[config.mk]
export PLATFORM = sky130hd
export DESIGN_NAME = rf_scoreboard
export DESIGN_NICKNAME = d
export VERILOG_FILES = /design/src/rtl/rf_scoreboard_pkg.sv /design/src/rtl/rf_scoreboard_entry.sv /design/src/rtl/rf_scoreboard.sv
export SDC_FILE = /design/constraint.sdc
export NUM_CORES = 1
export LEC_CHECK = 0
export CAP_MARGIN = 0
export CELL_PAD_IN_SITES_DETAIL_PLACEMENT = 0
export CELL_PAD_IN_SITES_GLOBAL_PLACEMENT = 2
export CORE_ASPECT_RATIO = 1.25
export CORE_UTILIZATION = 25
export CTS_CLUSTER_DIAMETER = 150
export DETAILED_ROUTE_END_ITERATION = 8
export GPL_ROUTABILITY_DRIVEN = 0
export PLACE_DENSITY = 0.77
export SYNTH_ARGS = -nofsm -noshare
export SYNTH_HDL_FRONTEND = slang
export SYNTH_HIERARCHICAL = 1
export SYNTH_SLANG_ARGS = --single-unit
[constraint.sdc]
create_clock -name clk -period 9.7 [get_ports clk]
set_input_delay 1.94 -clock clk [delete_from_list [all_inputs] [get_ports clk]]
set_output_delay 1.94 -clock clk [all_outputs]
set_load 0.005 [all_outputs]
[src/rtl/rf_scoreboard_pkg.sv]
// Shared constants and types for the register-file hazard scoreboard.
package rf_scoreboard_pkg;

    localparam int NUM_REGS = 4;
    localparam int ADDR_W   = 2;
    localparam int CNT_W    = 2;
    localparam int STAT_W   = 16;

    typedef logic [ADDR_W-1:0] reg_addr_t;
    typedef logic [CNT_W-1:0]  cnt_t;

    localparam cnt_t CNT_MAX = cnt_t'(3);

endpackage

[src/rtl/rf_scoreboard_entry.sv]
// Outstanding-write counter for one register-file entry.
module rf_sb_entry
    import rf_scoreboard_pkg::*;
(
    input  logic clk,
    input  logic reset_n,
    input  logic i_flush,
    input  logic i_inc,
    input  logic i_wbhit,
    output cnt_t o_count,
    output logic o_pend,
    output logic o_wb_err
);

    cnt_t r_count;
    logic w_dec;

    // A write-back to an idle entry is a protocol error and does not count down.
    assign w_dec    = i_wbhit & (r_count != '0);
    assign o_wb_err = i_wbhit & (r_count == '0) & ~i_flush;
    assign o_pend   = (r_count != '0);
    assign o_count  = r_count;

    always_ff @(posedge clk) begin
        if (!reset_n || i_flush) begin
            r_count <= '0;
        end else if (i_inc && !w_dec) begin
            r_count <= r_count + cnt_t'(1);
        end else if (!i_inc && w_dec) begin
            r_count <= r_count - cnt_t'(1);
        end
    end

endmodule

[src/rtl/rf_scoreboard.sv]
// RAW/WAW hazard controller with same-cycle write-back forwarding flags.
module rf_scoreboard
    import rf_scoreboard_pkg::*;
(
    input  logic                clk,
    input  logic                reset_n,
    input  logic                flush,
    input  logic                id_valid,
    input  logic [ADDR_W-1:0]   id_rs1,
    input  logic                id_rs1_used,
    input  logic [ADDR_W-1:0]   id_rs2,
    input  logic                id_rs2_used,
    input  logic [ADDR_W-1:0]   id_rd,
    input  logic                id_rd_write,
    input  logic                wb_valid,
    input  logic [ADDR_W-1:0]   wb_addr,
    output logic                stall,
    output logic                fwd1,
    output logic                fwd2,
    output logic [NUM_REGS-1:0] busy,
    output logic                err,
    output logic [STAT_W-1:0]   stall_cnt
);

    cnt_t                w_count [NUM_REGS];
    logic [NUM_REGS-1:0] w_wbhit;
    logic [NUM_REGS-1:0] w_inc;
    logic [NUM_REGS-1:0] w_pend;
    logic [NUM_REGS-1:0] w_last;
    logic [NUM_REGS-1:0] w_full;
    logic [NUM_REGS-1:0] w_zero_wb;
    logic                w_raw1;
    logic                w_raw2;
    logic                w_waw;
    logic                w_issue;

    logic                r_err;
    logic [STAT_W-1:0]   r_stall_cnt;

    genvar gi;
    generate
        for (gi = 0; gi < NUM_REGS; gi++) begin : g_entry
            assign w_wbhit[gi] = wb_valid & (wb_addr == reg_addr_t'(gi));
            assign w_inc[gi]   = w_issue & id_rd_write & (id_rd == reg_addr_t'(gi));
            // The final outstanding write retiring now: operand comes from WB data.
            assign w_last[gi]  = (w_count[gi] == cnt_t'(1)) & w_wbhit[gi];
            assign w_full[gi]  = (w_count[gi] == CNT_MAX);

            rf_sb_entry u_entry (
                .clk      (clk),
                .reset_n  (reset_n),
                .i_flush  (flush),
                .i_inc    (w_inc[gi]),
                .i_wbhit  (w_wbhit[gi]),
                .o_count  (w_count[gi]),
                .o_pend   (w_pend[gi]),
                .o_wb_err (w_zero_wb[gi])
            );
        end
    endgenerate

    assign w_raw1  = id_valid & id_rs1_used & w_pend[id_rs1] & ~w_last[id_rs1];
    assign w_raw2  = id_valid & id_rs2_used & w_pend[id_rs2] & ~w_last[id_rs2];
    assign w_waw   = id_valid & id_rd_write & w_full[id_rd] & ~w_wbhit[id_rd];

    assign stall   = ~flush & (w_raw1 | w_raw2 | w_waw);
    assign w_issue = id_valid & ~stall & ~flush;
    assign fwd1    = id_valid & id_rs1_used & w_last[id_rs1] & ~flush;
    assign fwd2    = id_valid & id_rs2_used & w_last[id_rs2] & ~flush;
    assign busy    = w_pend;

    always_ff @(posedge clk) begin
        if (!reset_n) begin
            r_err <= 1'b0;
        end else if (|w_zero_wb) begin
            r_err <= 1'b1;
        end
    end

    always_ff @(posedge clk) begin
        if (!reset_n) begin
            r_stall_cnt <= '0;
        end else if (stall && (r_stall_cnt != {STAT_W{1'b1}})) begin
            r_stall_cnt <= r_stall_cnt + {{(STAT_W-1){1'b0}}, 1'b1};
        end
    end

    assign err       = r_err;
    assign stall_cnt = r_stall_cnt;

endmodule

==> impl_results.md <==
- Status: completed
- CP endpoint kind: output pin
- Starting Density: a little over a quarter
- Fin Setup TNS: 0 ps
- Reg-to-reg slack, setup: between 6000 and 7000 ps
- Initial DRC Count: 45
- Die area: 0.007368 mm2
- Die Y: 95.72 um
- Hold_buf cts: 0
- Worst min-delay path class: reg2reg
- Worst slew pin tran: between 600 and 700 ps
- Synthesis Warnings: 6
- Worst Path Arrival: 4610 ps
- Sequential element share of the synthesized area: 28.49%
- Startpoint Class: input pin
- Fmax: about 0.15 GHz
- Capturing point of the worst reg2reg path: g_entry[1].u_entry/o_count[1]
- Gr usage total: 12.06%
- Top post-synthesis cells by area: dfxtp_1 (28%), nand2_1 (5.6%), mux2i_1 (5.1%)
- Final wirelength: 4.471 mm
- CORE AREA: between 0.006 and 0.007 mm2
- Multi-input logic area: 0.001204 mm2
- Clk_skew: 1.896 ps
- Post-synth EDFFs: 0
- CTS Sinks: 25
- Initial DRT Pass Iterations: 3
- Site Rows: 33
- Clk slew on worst S/H paths: 90 ps
- Hold Fails Final Rpt: 0
- Worst Hold Launch: stall_cnt[14]
- Fillers: 732
- Total grt overflow: 0
- Mean post-synth cell area: a little under 9 um2
- Synth Cell Area: 0.001757 mm2
- Most frequent cells in the layout: clkdlybuf4s50_1 (39), nand2_1 (26), dfxtp_1 (25)
- Final ANT Viol Nets: 0
- Max-cap violations: 0
- Worst VDD drop: 0.00004579 V
- Port Buf Inserts: 39
- Reg-to-reg critical path startpoint: g_entry[3].u_entry/o_count[0]
- Clk buf depth: 2
- Dominant cell type by area after synthesis: dfxtp_1
- Layout area overhead: 29.70%
- Vias: 1641
- Critical path class: in2out
- Worst setup margin: 3152 ps
- Min cycle time layout: 6548 ps
- RSZ-0062 raised after global routing: no
- Critical path origin: wb_valid
- Synth top area share: around 28%
- # diodes: 0
- Max_slew headroom: 57.54%
- Post-CTS Resized: 0
- Pre-CTS setup slack: 3137 ps
- CTS tree: done
- FF+latch area: roughly 500 um2
- Worst path required time: 7760 ps
- CTS buffer count: 3
- PD cells: between 80 and 90 mW/mm2
- H-tree depth: 1
- Clk root buf: clkbuf_8
- IO Pins: 40
- Final Util: 34.06%
- Routed wire length per instance: 13.51 um
- Crit share post-route: between 60% and 70%
- Vias per inst: 4.958
- CP Capture Point: stall
- Leakage: roughly 0.00074 uW
- Most common library cell in the layout ignoring fill and taps: clkdlybuf4s50_1
- Setup Buffers After CTS: 0
- Synth cell types: 43
- Vias in the first global route: 1489
- Syn_nets: roughly 220
- Final setup viols: 0
- First-pass GRT wire length: 7.100 mm
- Asr flop ratio synth: 0%
- Ys flop type: dfxtp_1
- Worst-path maximum fanout: 25
- Synth Register Bits: 25
- Cells after Synth: 203
- Number of remaining DRC errors: 0
- Nets: 266
- Initial antenna violation count: 0
- Slew Limit Fails: 0
- Final HPWL from detailed placement: 3.403 mm
- Layout cells sized above 1: 11.48%
- Worst-Skew Late Latency: 260 ps
- Largest net degree at the start of global routing: 26
- R2R depth: 10
- DIE WIDTH: 76.98 um
worst max-delay path, stage by stage:
cell             delay (ps)
clkdlybuf4s50_1         500
nor3b_2                 290
nand3b_1                160
mux4_2                  520
a2111oi_4               300
buf_4                   360
nor2_1                   70
clkdlybuf4s50_1         460
cells by family after synthesis:
logic type / Yosys count / synth area share, %
multiplexers: 12 / 9.188
AO/OA/AOI/OAI: 29 / 11.18
flip-flops: 25 / 28.49
adder cells (fa/ha/maj): 5 / 3.561
AND/OR/NAND/NOR: 116 / 40.60
buffers and inverters: 8 / 2.991
XOR/XNOR: 8 / 3.989
cell usage after synthesis (2+ instances only):
master and number:
a21oi_1 12, and3_1 4, and3_2 2, and3b_1 2, buf_6 3, dfxtp_1 25
ha_1 5, inv_1 4, mux2i_1 9, mux4_2 2, nand2_1 26, nand2b_1 14
nand3_1 6, nand3b_1 5, nand4_1 3, nor2_1 11, nor3_1 6, nor3_2 7
nor3b_1 6, nor3b_2 2, o21ai_0 4, o21ai_1 3, o31ai_1 4, or2_2 4
or3_1 6, or4_1 4, xor2_1 8
flip-flops by register name (all words and copies together) (netlist names):
register / cells
err: 1
stall_cnt: 16
g_entry.u_entry/o_count: 8
power breakdown:
group / total, uW / internal, uW / switching (uW)
sequential: 104 / 103 / 0.628
combinational: 24.7 / 12.1 / 12.7
clock: 62.7 / 29.4 / 33.4
total: 191 / 145 / 46.6
cell type report:
type                            instances  area share [%]
Clock buffer                            4           1.977
Inverter                                4          0.6590
Multi-Input combinational cell        170           52.83
Sequential cell                        25           21.97
Tap cell                               87           4.778
Timing Repair Buffer                   41           17.79
metrics by stage:
step | cells | hold WS, ps | cell area, um2 | total power (uW)
finish | 331 | 486.4 | 2278 | 191.3
global route | 331 | 518.5 | 2278 | 200.9
CTS | 331 | 493.0 | 2278 | 194.6
detailed placement | 327 | 476.9 | 2233 | 131.2
global placement | 327 | 479.4 | 2233 | 131.1
floorplan | 203 | 467.3 | 1757 | 117.5
worst min path at each step:
stage | to | depth (start not counted) | slack, ps
after detailed placement | stall_cnt[14] | 2 | 480
after global routing | stall_cnt[14] | 2 | 520
after floorplan | stall_cnt[14] | 2 | 470
after CTS | stall_cnt[14] | 2 | 490
after global placement | stall_cnt[14] | 2 | 480
final | stall_cnt[14] | 2 | 490
metal layers:
layer / global-route usage (%) / share of wire (%) / vias to the layer above
li1: - / - / 824
met1: 13.83 / 43 / 781
met2: 23.51 / 52 / 32
met3: 1.991 / 3.6 / 4
met4: 2.358 / 0.65 / 0
met5: 0 / 0 / -
No activity file was read; power rests on OpenSTA's default activity.
